<file path="src/rtl/mips_ctrl_pkg.sv">
// Shared types and encodings for the multicycle MIPS control unit.
package mips_ctrl_pkg;

  typedef enum logic [3:0] {
    S_FETCH1  = 4'd0,
    S_FETCH2  = 4'd1,
    S_FETCH3  = 4'd2,
    S_FETCH4  = 4'd3,
    S_DECODE  = 4'd4,
    S_MEMADR  = 4'd5,
    S_LBRD    = 4'd6,
    S_LBWR    = 4'd7,
    S_SBWR    = 4'd8,
    S_RTYPEEX = 4'd9,
    S_RTYPEWR = 4'd10,
    S_BEQEX   = 4'd11,
    S_JEX     = 4'd12,
    S_ADDIEX  = 4'd13,
    S_ADDIWR  = 4'd14
  } state_t;

  localparam logic [5:0] OP_RTYPE = 6'b000000;
  localparam logic [5:0] OP_LB    = 6'b100000;
  localparam logic [5:0] OP_SB    = 6'b101000;
  localparam logic [5:0] OP_BEQ   = 6'b000100;
  localparam logic [5:0] OP_J     = 6'b000010;
  localparam logic [5:0] OP_ADDI  = 6'b001000;

  localparam logic [5:0] FUNCT_ADD = 6'b100000;
  localparam logic [5:0] FUNCT_SUB = 6'b100010;
  localparam logic [5:0] FUNCT_AND = 6'b100100;
  localparam logic [5:0] FUNCT_OR  = 6'b100101;
  localparam logic [5:0] FUNCT_SLT = 6'b101010;

  localparam logic [2:0] ALU_AND = 3'b000;
  localparam logic [2:0] ALU_OR  = 3'b001;
  localparam logic [2:0] ALU_ADD = 3'b010;
  localparam logic [2:0] ALU_SUB = 3'b110;
  localparam logic [2:0] ALU_SLT = 3'b111;

  localparam logic [1:0] ALUOP_ADD   = 2'b00;
  localparam logic [1:0] ALUOP_SUB   = 2'b01;
  localparam logic [1:0] ALUOP_FUNCT = 2'b10;

  localparam logic [1:0] SRCB_REGB = 2'b00;
  localparam logic [1:0] SRCB_ONE  = 2'b01;
  localparam logic [1:0] SRCB_IMM  = 2'b10;
  localparam logic [1:0] SRCB_BOFF = 2'b11;

  localparam logic [1:0] PCSRC_ALU    = 2'b00;
  localparam logic [1:0] PCSRC_ALUOUT = 2'b01;
  localparam logic [1:0] PCSRC_JUMP   = 2'b10;

  // All controller outputs bundled so reset gating is one assignment.
  typedef struct packed {
    logic       memread;
    logic       memwrite;
    logic       iord;
    logic [3:0] irwrite;
    logic       pcen;
    logic [1:0] pcsource;
    logic       alusrca;
    logic [1:0] alusrcb;
    logic       regwrite;
    logic       regdst;
    logic       memtoreg;
    logic [2:0] alucontrol;
    logic       ill_op;
  } ctrl_out_t;

  // Instruction-register byte lane written by each fetch state.
  function automatic logic [3:0] fetch_byte_en(input state_t s);
    case (s)
      S_FETCH1: fetch_byte_en = 4'b0001;
      S_FETCH2: fetch_byte_en = 4'b0010;
      S_FETCH3: fetch_byte_en = 4'b0100;
      S_FETCH4: fetch_byte_en = 4'b1000;
      default:  fetch_byte_en = 4'b0000;
    endcase
  endfunction

  // Successor of each fetch state once its byte has arrived.
  function automatic state_t fetch_next(input state_t s);
    case (s)
      S_FETCH1: fetch_next = S_FETCH2;
      S_FETCH2: fetch_next = S_FETCH3;
      S_FETCH3: fetch_next = S_FETCH4;
      default:  fetch_next = S_DECODE;
    endcase
  endfunction

endpackage

</file>
<file path="src/rtl/mips_controller_if.sv">
// Controller <-> datapath/memory signal bundle.
interface mips_controller_if;
  logic [5:0] op;
  logic [5:0] funct;
  logic       zero;
  logic       mem_ready;
  logic       memread;
  logic       memwrite;
  logic       iord;
  logic [3:0] irwrite;
  logic       pcen;
  logic [1:0] pcsource;
  logic       alusrca;
  logic [1:0] alusrcb;
  logic       regwrite;
  logic       regdst;
  logic       memtoreg;
  logic [2:0] alucontrol;
  logic       ill_op;

  modport master (
    input  op, funct, zero, mem_ready,
    output memread, memwrite, iord, irwrite, pcen, pcsource, alusrca,
           alusrcb, regwrite, regdst, memtoreg, alucontrol, ill_op
  );

  modport slave (
    output op, funct, zero, mem_ready,
    input  memread, memwrite, iord, irwrite, pcen, pcsource, alusrca,
           alusrcb, regwrite, regdst, memtoreg, alucontrol, ill_op
  );
endinterface

</file>
<file path="src/rtl/mips_controller_alu_decoder.sv">
// Combinational aluop/funct to ALU control decode.
module alu_decoder
  import mips_ctrl_pkg::*;
(
  input  logic [1:0] i_aluop,
  input  logic [5:0] i_funct,
  output logic [2:0] o_alucontrol,
  output logic       o_ill_funct
);

  // Unknown funct falls back to ADD and raises the illegal flag.
  always_comb begin
    o_alucontrol = ALU_ADD;
    o_ill_funct  = 1'b0;
    case (i_aluop)
      ALUOP_ADD: o_alucontrol = ALU_ADD;
      ALUOP_SUB: o_alucontrol = ALU_SUB;
      ALUOP_FUNCT: begin
        case (i_funct)
          FUNCT_ADD: o_alucontrol = ALU_ADD;
          FUNCT_SUB: o_alucontrol = ALU_SUB;
          FUNCT_AND: o_alucontrol = ALU_AND;
          FUNCT_OR:  o_alucontrol = ALU_OR;
          FUNCT_SLT: o_alucontrol = ALU_SLT;
          default: begin
            o_alucontrol = ALU_ADD;
            o_ill_funct  = 1'b1;
          end
        endcase
      end
      default: o_alucontrol = ALU_ADD;
    endcase
  end

endmodule

</file>
<file path="src/rtl/mips_controller.sv">
// Multicycle MIPS control FSM with byte-wise fetch and memory stall handshake.
module mips_controller
  import mips_ctrl_pkg::*;
(
  input  logic              clk,
  input  logic              reset_n,
  mips_controller_if.master bus
);

  state_t     r_state;
  state_t     w_state_next;
  ctrl_out_t  w_dec;
  ctrl_out_t  w_out;
  logic [1:0] w_aluop;
  logic       w_alu_used;
  logic       w_pcwrite;
  logic       w_branch;
  logic [2:0] w_alucontrol;
  logic       w_ill_funct;

  alu_decoder u_alu_decoder (
    .i_aluop      (w_aluop),
    .i_funct      (bus.funct),
    .o_alucontrol (w_alucontrol),
    .o_ill_funct  (w_ill_funct)
  );

  // State register; reset aborts any instruction and returns to FETCH1.
  always_ff @(posedge clk or negedge reset_n) begin
    if (!reset_n) r_state <= S_FETCH1;
    else          r_state <= w_state_next;
  end

  // Next-state and output decode from the current state and live inputs.
  always_comb begin
    w_state_next = r_state;
    w_dec        = '0;
    w_aluop      = ALUOP_ADD;
    w_alu_used   = 1'b0;
    w_pcwrite    = 1'b0;
    w_branch     = 1'b0;

    case (r_state)
      S_FETCH1, S_FETCH2, S_FETCH3, S_FETCH4: begin
        w_dec.memread  = 1'b1;
        w_dec.alusrcb  = SRCB_ONE;
        w_dec.pcsource = PCSRC_ALU;
        w_alu_used     = 1'b1;
        if (bus.mem_ready) begin
          w_dec.irwrite = fetch_byte_en(r_state);
          w_pcwrite     = 1'b1;
          w_state_next  = fetch_next(r_state);
        end
      end
      S_DECODE: begin
        w_dec.alusrcb = SRCB_BOFF;
        w_alu_used    = 1'b1;
        case (bus.op)
          OP_LB, OP_SB: w_state_next = S_MEMADR;
          OP_RTYPE:     w_state_next = S_RTYPEEX;
          OP_BEQ:       w_state_next = S_BEQEX;
          OP_J:         w_state_next = S_JEX;
          OP_ADDI:      w_state_next = S_ADDIEX;
          default: begin
            w_dec.ill_op = 1'b1;
            w_state_next = S_FETCH1;
          end
        endcase
      end
      S_MEMADR: begin
        w_dec.alusrca = 1'b1;
        w_dec.alusrcb = SRCB_IMM;
        w_alu_used    = 1'b1;
        w_state_next  = (bus.op == OP_SB) ? S_SBWR : S_LBRD;
      end
      S_LBRD: begin
        w_dec.memread = 1'b1;
        w_dec.iord    = 1'b1;
        if (bus.mem_ready) w_state_next = S_LBWR;
      end
      S_LBWR: begin
        w_dec.regwrite = 1'b1;
        w_dec.memtoreg = 1'b1;
        w_state_next   = S_FETCH1;
      end
      S_SBWR: begin
        w_dec.memwrite = 1'b1;
        w_dec.iord     = 1'b1;
        if (bus.mem_ready) w_state_next = S_FETCH1;
      end
      S_RTYPEEX: begin
        w_dec.alusrca = 1'b1;
        w_dec.alusrcb = SRCB_REGB;
        w_aluop       = ALUOP_FUNCT;
        w_alu_used    = 1'b1;
        if (w_ill_funct) begin
          w_dec.ill_op = 1'b1;
          w_state_next = S_FETCH1;
        end else begin
          w_state_next = S_RTYPEWR;
        end
      end
      S_RTYPEWR: begin
        w_dec.regwrite = 1'b1;
        w_dec.regdst   = 1'b1;
        w_state_next   = S_FETCH1;
      end
      S_BEQEX: begin
        w_dec.alusrca  = 1'b1;
        w_dec.alusrcb  = SRCB_REGB;
        w_dec.pcsource = PCSRC_ALUOUT;
        w_aluop        = ALUOP_SUB;
        w_alu_used     = 1'b1;
        w_branch       = 1'b1;
        w_state_next   = S_FETCH1;
      end
      S_JEX: begin
        w_pcwrite      = 1'b1;
        w_dec.pcsource = PCSRC_JUMP;
        w_state_next   = S_FETCH1;
      end
      S_ADDIEX: begin
        w_dec.alusrca = 1'b1;
        w_dec.alusrcb = SRCB_IMM;
        w_alu_used    = 1'b1;
        w_state_next  = S_ADDIWR;
      end
      S_ADDIWR: begin
        w_dec.regwrite = 1'b1;
        w_state_next   = S_FETCH1;
      end
      default: w_state_next = S_FETCH1;
    endcase

    w_dec.pcen       = w_pcwrite | (w_branch & bus.zero);
    w_dec.alucontrol = w_alu_used ? w_alucontrol : ALU_AND;
  end

  // Outputs are held at zero for the whole time reset is asserted.
  assign w_out = reset_n ? w_dec : '0;

  assign bus.memread    = w_out.memread;
  assign bus.memwrite   = w_out.memwrite;
  assign bus.iord       = w_out.iord;
  assign bus.irwrite    = w_out.irwrite;
  assign bus.pcen       = w_out.pcen;
  assign bus.pcsource   = w_out.pcsource;
  assign bus.alusrca    = w_out.alusrca;
  assign bus.alusrcb    = w_out.alusrcb;
  assign bus.regwrite   = w_out.regwrite;
  assign bus.regdst     = w_out.regdst;
  assign bus.memtoreg   = w_out.memtoreg;
  assign bus.alucontrol = w_out.alucontrol;
  assign bus.ill_op     = w_out.ill_op;

endmodule
</file>
<file path="src/flat_wrapper.sv">
// flat-port wrapper written by rule: the top's interface ports become plain ports
module mips_controller_flat import mips_ctrl_pkg::*;
  (clk, reset_n, bus_op, bus_funct, bus_zero, bus_mem_ready, bus_memread, bus_memwrite, bus_iord, bus_irwrite, bus_pcen, bus_pcsource, bus_alusrca, bus_alusrcb, bus_regwrite, bus_regdst, bus_memtoreg, bus_alucontrol, bus_ill_op);
  mips_controller_if bus_i ();
  input  logic clk;
  input  logic reset_n;
  input wire logic [$bits(bus_i.op)-1:0] bus_op;
  input wire logic [$bits(bus_i.funct)-1:0] bus_funct;
  input wire logic [$bits(bus_i.zero)-1:0] bus_zero;
  input wire logic [$bits(bus_i.mem_ready)-1:0] bus_mem_ready;
  output wire logic [$bits(bus_i.memread)-1:0] bus_memread;
  output wire logic [$bits(bus_i.memwrite)-1:0] bus_memwrite;
  output wire logic [$bits(bus_i.iord)-1:0] bus_iord;
  output wire logic [$bits(bus_i.irwrite)-1:0] bus_irwrite;
  output wire logic [$bits(bus_i.pcen)-1:0] bus_pcen;
  output wire logic [$bits(bus_i.pcsource)-1:0] bus_pcsource;
  output wire logic [$bits(bus_i.alusrca)-1:0] bus_alusrca;
  output wire logic [$bits(bus_i.alusrcb)-1:0] bus_alusrcb;
  output wire logic [$bits(bus_i.regwrite)-1:0] bus_regwrite;
  output wire logic [$bits(bus_i.regdst)-1:0] bus_regdst;
  output wire logic [$bits(bus_i.memtoreg)-1:0] bus_memtoreg;
  output wire logic [$bits(bus_i.alucontrol)-1:0] bus_alucontrol;
  output wire logic [$bits(bus_i.ill_op)-1:0] bus_ill_op;
  assign bus_i.op = bus_op;
  assign bus_i.funct = bus_funct;
  assign bus_i.zero = bus_zero;
  assign bus_i.mem_ready = bus_mem_ready;
  assign bus_memread = bus_i.memread;
  assign bus_memwrite = bus_i.memwrite;
  assign bus_iord = bus_i.iord;
  assign bus_irwrite = bus_i.irwrite;
  assign bus_pcen = bus_i.pcen;
  assign bus_pcsource = bus_i.pcsource;
  assign bus_alusrca = bus_i.alusrca;
  assign bus_alusrcb = bus_i.alusrcb;
  assign bus_regwrite = bus_i.regwrite;
  assign bus_regdst = bus_i.regdst;
  assign bus_memtoreg = bus_i.memtoreg;
  assign bus_alucontrol = bus_i.alucontrol;
  assign bus_ill_op = bus_i.ill_op;
  mips_controller u_core (.clk(clk), .reset_n(reset_n), .bus(bus_i));
endmodule
</file>
<file path="config.mk">
export PLATFORM = sky130hd
export DESIGN_NAME = mips_controller_flat
export DESIGN_NICKNAME = d
export VERILOG_FILES = /design/src/rtl/mips_ctrl_pkg.sv /design/src/rtl/mips_controller_if.sv /design/src/rtl/mips_controller_alu_decoder.sv /design/src/rtl/mips_controller.sv /design/src/flat_wrapper.sv
export SDC_FILE = /design/constraint.sdc
export NUM_CORES = 1
export LEC_CHECK = 0
export CORE_MARGIN = 2
export CORE_UTILIZATION = 44
export CTS_BUF_LIST = sky130_fd_sc_hd__clkbuf_4
export CTS_CLUSTER_SIZE = 25
export DETAILED_ROUTE_END_ITERATION = 8
export GPL_TIMING_DRIVEN = 0
export PLACE_DENSITY = 0.86
export SLEW_MARGIN = 20
export SYNTH_ARGS = -nofsm -noshare
export SYNTH_HDL_FRONTEND = slang
export SYNTH_SLANG_ARGS = --single-unit
</file>
<file path="constraint.sdc">
create_clock -name clk -period 5.3 [get_ports clk]
set_input_delay 0.53 -clock clk [delete_from_list [all_inputs] [get_ports clk]]
set_output_delay 0.53 -clock clk [all_outputs]
set_load 0.01 [all_outputs]
</file>
== After elaboration in Yosys (flattened, before gate mapping) ==
Cells that the tools add are included.

* Register bits: 4
* Bits in latches: 0
* Bits in writable memories: 0
* Memory bits (read-only): 0
* Input port bits: 16
* Output and inout port bits: 20
* Word-level logic and storage cells: 79
* Memories kept: 0

* Add/sub/neg operators: 0
* Multiply operators: 0
* Div/mod/pow operators: 0
* Magnitude comparators: 0
* Eq/ne operators: 29
* Shift operators: 0
* Mux-type cells: 34
* Bitwise gates (word level): 2
* Reductions and logical operators: 13

{| class="wikitable"
|+ Operators with widths
! operator !! count
|-
| 6-bit == test (second input constant) || 7
|-
| 4-bit == test (second input constant) || 7
|-
| 4-bit two-way mux || 7
|-
| 4-bit case mux with 7 select lines || 1
|-
| 20-bit two-way mux || 1
|-
| 4-bit case mux with 5 select lines || 1
|-
| 4-bit by 3-bit == test with 1-bit output (second input constant) || 4
|-
| 4-bit case mux with 4 select lines || 1
|-
| 1-bit two-way mux || 14
|-
| 3-bit case mux with 4 select lines || 1
|-
| 5-bit OR reduction || 2
|-
| 3-bit case mux with 3 select lines || 1
|-
| 9-bit OR reduction || 1
|-
| 4-bit by 2-bit == test with 1-bit output (second input constant) || 2
|-
| 2-bit case mux with 2 select lines || 2
|-
| 4-bit OR reduction || 2
|-
| 6-bit by 2-bit == test with 1-bit output (second input constant) || 1
|-
| 6-bit by 3-bit == test with 1-bit output (second input constant) || 1
|-
| 6-bit by 4-bit == test with 1-bit output (second input constant) || 1
|-
| 6-bit zero test || 1
|-
| 2-bit inequality test (second input constant) || 3
|-
| 2-bit case mux with 3 select lines || 1
|-
| 3-bit case mux with 2 select lines || 1
|-
| 2-bit OR reduction || 3
|-
| other kinds (11) || 12
|}

== Logic depth before layout (Yosys ltp) ==
* Depth in word-level cells: 7
* Depth in mapped cells: 9
* Mapped depth without buffers: 8

== Modules after synthesis ==
From an unflattened synthesis, not the netlist that was laid out.

* Cell total of the unflattened synthesis: 118
* Area total of the unflattened synthesis: 787.0 µm²

{| class="wikitable"
|+ By module, submodules not included
! module !! times used !! cells each !! area each (µm²) !! sequential area each (µm²)
|-
| mips_controller || 1 || 98 || 638.1 || 100.1
|-
| alu_decoder || 1 || 20 || 148.9 || 0.0
|}

== Worst setup path before layout ==
Ideal clock, no wire load.

* Path kind: register to output
* Start point: register u_core.r_state[1]
* End point: output bus_alucontrol[1]
* Arrival: 1.550 ns
* Data required time: 4.770 ns
* Path slack: 3.220 ns
* Stages on the path, launching flop included: 8
* Buffers on the path: 1
* Cell sequence: dfrtp_1 -> clkbuf_1 -> nand2_1 -> nor2_1 -> inv_1 -> ha_1 -> a41oi_1 -> a21oi_1

* Word-level cells in the longest chain between the ends: 6
* Elaborated cells on any way between the ends: 17
* Classes of those cells: eq/ne: 10; mux: 5; reduce/logical: 2

{| class="wikitable"
|+ Ends and longest elaborated chain
! item !! line !! RTL
|-
| start: declaration || mips_controller.sv:10 || <nowiki>state_t r_state;</nowiki>
|-
| start signal: assignment || mips_controller.sv:31 || <nowiki>else r_state <= w_state_next;</nowiki>
|-
| 4-bit == test || mips_controller.sv:43 || <nowiki>case (r_state)</nowiki>
|-
| 2-bit case mux with 2 select lines || mips_controller.sv:43 ||
|-
| 2-bit == test / 2-bit by 1-bit == test with 1-bit output (equally long branches) || mips_controller_alu_decoder.sv:15 || <nowiki>case (i_aluop)</nowiki>
|-
| 3-bit case mux with 2 select lines || mips_controller_alu_decoder.sv:15 ||
|-
| 3-bit two-way mux (*) || mips_controller.sv:136 || <nowiki>w_dec.alucontrol = w_alu_used ? w_alucontrol : ALU_AND;</nowiki>
|-
| 20-bit two-way mux (*) || mips_controller.sv:140 || <nowiki>assign w_out = reset_n ? w_dec : '0;</nowiki>
|-
| end: declaration || flat_wrapper.sv:22 || <nowiki>output wire logic [$bits(bus_i.alucontrol)-1:0] bus_alucontrol;</nowiki>
|}

Every way passes the cells marked *; elsewhere a longest branch is shown, timed or not.

== Final worst setup path ==
* Start point: input reset_n
* End point: output bus_irwrite[0]

* Word-level cells in the longest chain between the ends: 1

{| class="wikitable"
|+ Ends and longest elaborated chain
! item !! line !! RTL
|-
| start: declaration || flat_wrapper.sv:6 || <nowiki>input logic reset_n;</nowiki>
|-
| 20-bit two-way mux || mips_controller.sv:140 ||
|-
| end: declaration || flat_wrapper.sv:14 || <nowiki>output wire logic [$bits(bus_i.irwrite)-1:0] bus_irwrite;</nowiki>
|}

Every way passes these cells.

==> results list <==
- Share of the cycle needed by the critical path after routing: 58.1%
- Top cells by area, synth: dfrtp_1 (14%), nor2_1 (9.1%), nor3_1 (7.2%), a21oi_1 (6.4%), nand2_1 (5.4%)
* Share of the synthesized area in the top cell type: approximately 14%
* Maximum number of pins on one net before global-route repair: 12
- Number of global-route vias before repair: just over 900
- Critical path startpoint: reset_n
* Boundary pin count: 36
- Worst-path cell with the longest stage delay: clkdlybuf4s50_1
- Across all hold checks on the routed design, the worst slack comes to between 0.6 and 0.7 ns.
* Starting utilization of the core area: between 40% and 50%
* WS Path Type: input port to output port
* Final-report setup violation count: 0
- After routing the design area is roughly 0.0011 mm^2.
- Detailed placement ended at an HPWL of around 1900 um.
- u_core.r_state holds more flip-flops than any other register.
* CP Depth: 5
- After clock tree synthesis, the clock-pin slew on the worst setup and hold paths is approximately 0.03 ns.
- Num CTS Buffers: 3
* Worst-margin pin slew: between 0.4 and 0.5 ns
- Counting the fill cells in the layout gives 114.
- Type of the worst min-delay path: input port to async pin
* Netlist cell types: 35
- Dominant delay contributor by cell family on the critical path: buffers and inverters
* Overall global routing resource usage: a little over a quarter
- Longest individual stage delay on the worst path: around 0.73 ns
- Rows: 14
* Maximum vdd drop: between 200 and 300 uV
- Setup repair after global routing missed its margin: false
- Combined buffer and inverter count along the critical path: 2
* Clock Path Buffers: 2
* Count of H-tree levels built during CTS: 1
- The final max-slew violation count was 0.
- TritonCTS Sinks: 4
- Leftover overflow at the end of global routing: 0
- Status: completed
- CP Data Required Time: between 4 and 5 ns
* Total length of routed wires: approximately 2300 um
- The worst pin sits at a relative slew slack of around 72%.
- Timing analysis after detailed placement gives a worst setup slack of approximately 2.2 ns.
* Area Growth Syn to Fin: 56.2%
* Post-CTS setup buffer count: 0
- CP startpoint kind: input port
* Area used by multi-input combinational logic: between 500 and 600 um^2
- After detailed routing, the average wire length per cell comes to between 10 and 15 um.
* Detail-routed via count per cell: 5.96
- Summing all placed instances gives a cell area of approximately 0.0011 mm^2.
- Clock network latency to the later pin of the worst-skew pair: roughly 0.23 ns
* Shortest clock period the worst path allows after layout: 3.08 ns
- Final-report hold violation count: 0
- Cells along the critical path: clkdlybuf4s50_1 -> nand2b_1 -> or3b_1 -> nor2_1 -> clkdlybuf4s50_1
* Depth of the most critical reg-to-reg path: 8
- Leaving out filler cells and counting taps, the final layout contains approximately 160.
- At the end of the flow, the number of nets in the layout was 165.
- The congestion estimate from routability-driven global placement came to 0.910.
- Critical register-to-register path startpoint: u_core.r_state[3]$_DFFE_PN0P_
- FF-to-FF setup slack: about 3.3 ns
- Post-synth top flop: dfrtp_1
- Warning count from the yosys run: 0
* Die X: between 40 and 50 um
- The register with the most flip-flops in the layout has 4 of them.
* Library cell used as clock root buffer: clkbuf_4
* # hold bufs at CTS: 0
- Clock Skews: 0.000949 ns
* FFs w/ async S/R, synth: between 90% and 100%
- In the synthesized netlist, the number of instances is around 110.
* Largest registers: u_core.r_state x4
* Final Worst Setup Slack: approximately 2.2 ns
- In this run the mean area of a mapped cell was roughly 6.5 um^2.
* Drt first-iter violations: 25
- The synthesized design contains 4 register bits.
- In this run the power density over the cells is approximately 260 mW/mm^2.
- The number of placed instances, taps included, is between 150 and 200.
* Arrival time reported for the critical path endpoint: 2.55 ns
- Die Area: ~0.0019 mm^2
- Clock tree from TritonCTS: done
* Final total negative setup slack: 0 ns
- Number of antenna violations at the first check in global routing: 0
- Endpoint of the most critical setup path: bus_irwrite[0]
- Cells with a size suffix above 1 make up between 6 and 7% of the layout.
- Post-synth EDFFs: 0
- In this run the critical register-to-register path is captured at u_core.r_state[1]$_DFFE_PN0P_.
* Max Fanout on Critical Path: 11
- The region available for standard cell placement spans around 0.0015 mm^2.
* Buffers added on ports: 35
- The analysis attributes to cell leakage a power of approximately 0.39 nW.
- The floorplan step set the die height to 43.9 um.
* Yosys top cell by area: dfrtp_1
* Max Freq: about 320 MHz
- Number of DRC violations after detailed routing: 0
- Max Cap Viol: 0
- The final route contains around 960 vias.
- The pre-antenna-repair detailed-routing pass consisted of 4 iterations.
* Count of antenna diodes in the layout: 0
* Post-synthesis instance area: about 700 um^2
- Reg area: 100 um^2
* CP endpoint kind: output port
* Post-cts repair resize count: 0
* Post-synthesis sequential area ratio: between 10% and 20%
* Global-route wire length before repair: approximately 3800 um
- Synthesis produced a netlist with a net count of 125.
- Remaining antenna violation count: 0
* Dominant cell type by count on the critical path: clkdlybuf4s50_1
-- stage by stage --
stage	util [%]	total power, mW
finish	72.5	0.285
global route	72.5	0.309
CTS	72.5	0.286
detailed placement	71.0	0.246
global placement	71.0	0.243
floorplan	-	0.172
-- cell usage in the layout, fill, tap and decap left out, types with 2 or more instances in the layout --
master,count
o211ai_1,2
inv_1,8
nand2b_1,6
or4_1,2
clkdlybuf4s50_1,35
o21ai_0,3
nand3_1,3
nor4b_2,2
a21oi_1,9
a31oi_1,2
nor2b_1,2
mux2i_1,2
nand2_1,10
clkbuf_4,3
buf_2,3
nor3_1,10
o2111ai_1,2
a22oi_1,2
nor2_1,17
ha_1,2
dfrtp_1,4
-- cell usage after synthesis, drive strengths merged (3+ instances only) --
master  instances
o21ai           3
nor3           10
buf             3
nand3           3
nand2          10
nor2           17
dfrtp           4
a21oi           9
nand2b          6
inv             8
-- power by group --
group | total (mW) | switching (mW) | internal (mW)
Clock | 0.0362 | 0.0109 | 0.0252
Sequential | 0.0546 | 0.0134 | 0.0412
Combinational | 0.194 | 0.111 | 0.0832
-- worst min-delay path by stage --
| stage | cells past startpoint | endpoint | startpoint | slack (ns) |
|---|---|---|---|---|
| final | 1 | u_core.r_state[2]$_DFFE_PN0P_ | reset_n | 0.61 |
| after global routing | 1 | u_core.r_state[2]$_DFFE_PN0P_ | reset_n | 0.64 |
| after CTS | 1 | u_core.r_state[2]$_DFFE_PN0P_ | reset_n | 0.60 |
| after detailed placement | 2 | u_core.r_state[3]$_DFFE_PN0P_ | u_core.r_state[1]$_DFFE_PN0P_ | 0.64 |
| after global placement | 2 | u_core.r_state[3]$_DFFE_PN0P_ | u_core.r_state[1]$_DFFE_PN0P_ | 0.60 |
| after floorplan | 0 | u_core.r_state[0]$_DFFE_PN0P_ | reset_n | 0.23 |
-- layout make-up --
class                           instances  area share (%)
Multi-Input combinational cell         91            50.4
Inverter                                8            2.75
Sequential cell                         4            9.16
Timing Repair Buffer                   35            32.1
Clock buffer                            3            2.06
Tap cell                               16            1.83
Buffer                                  4            1.72
-- per-layer routing --
layer / routed length (um) / GRT usage, %
met2: 1210 / 42.9
met5: 0 / 0
met4: 14 / 12.1
met1: 964 / 33.9
met3: 80 / 2.92
-- cell families (layout without fill, tap and decap cells) --
family | Yosys count | in the layout | share of synthesized area (%)
simple gates | 58 | 58 | 44.2
flops | 4 | 4 | 14.3
buf+inv | 12 | 50 | 6.98
mux | 2 | 2 | 2.86
compound gates | 28 | 28 | 26.7
fa+ha+maj | 3 | 3 | 5.01
No activity file was read; power rests on OpenSTA's default activity.
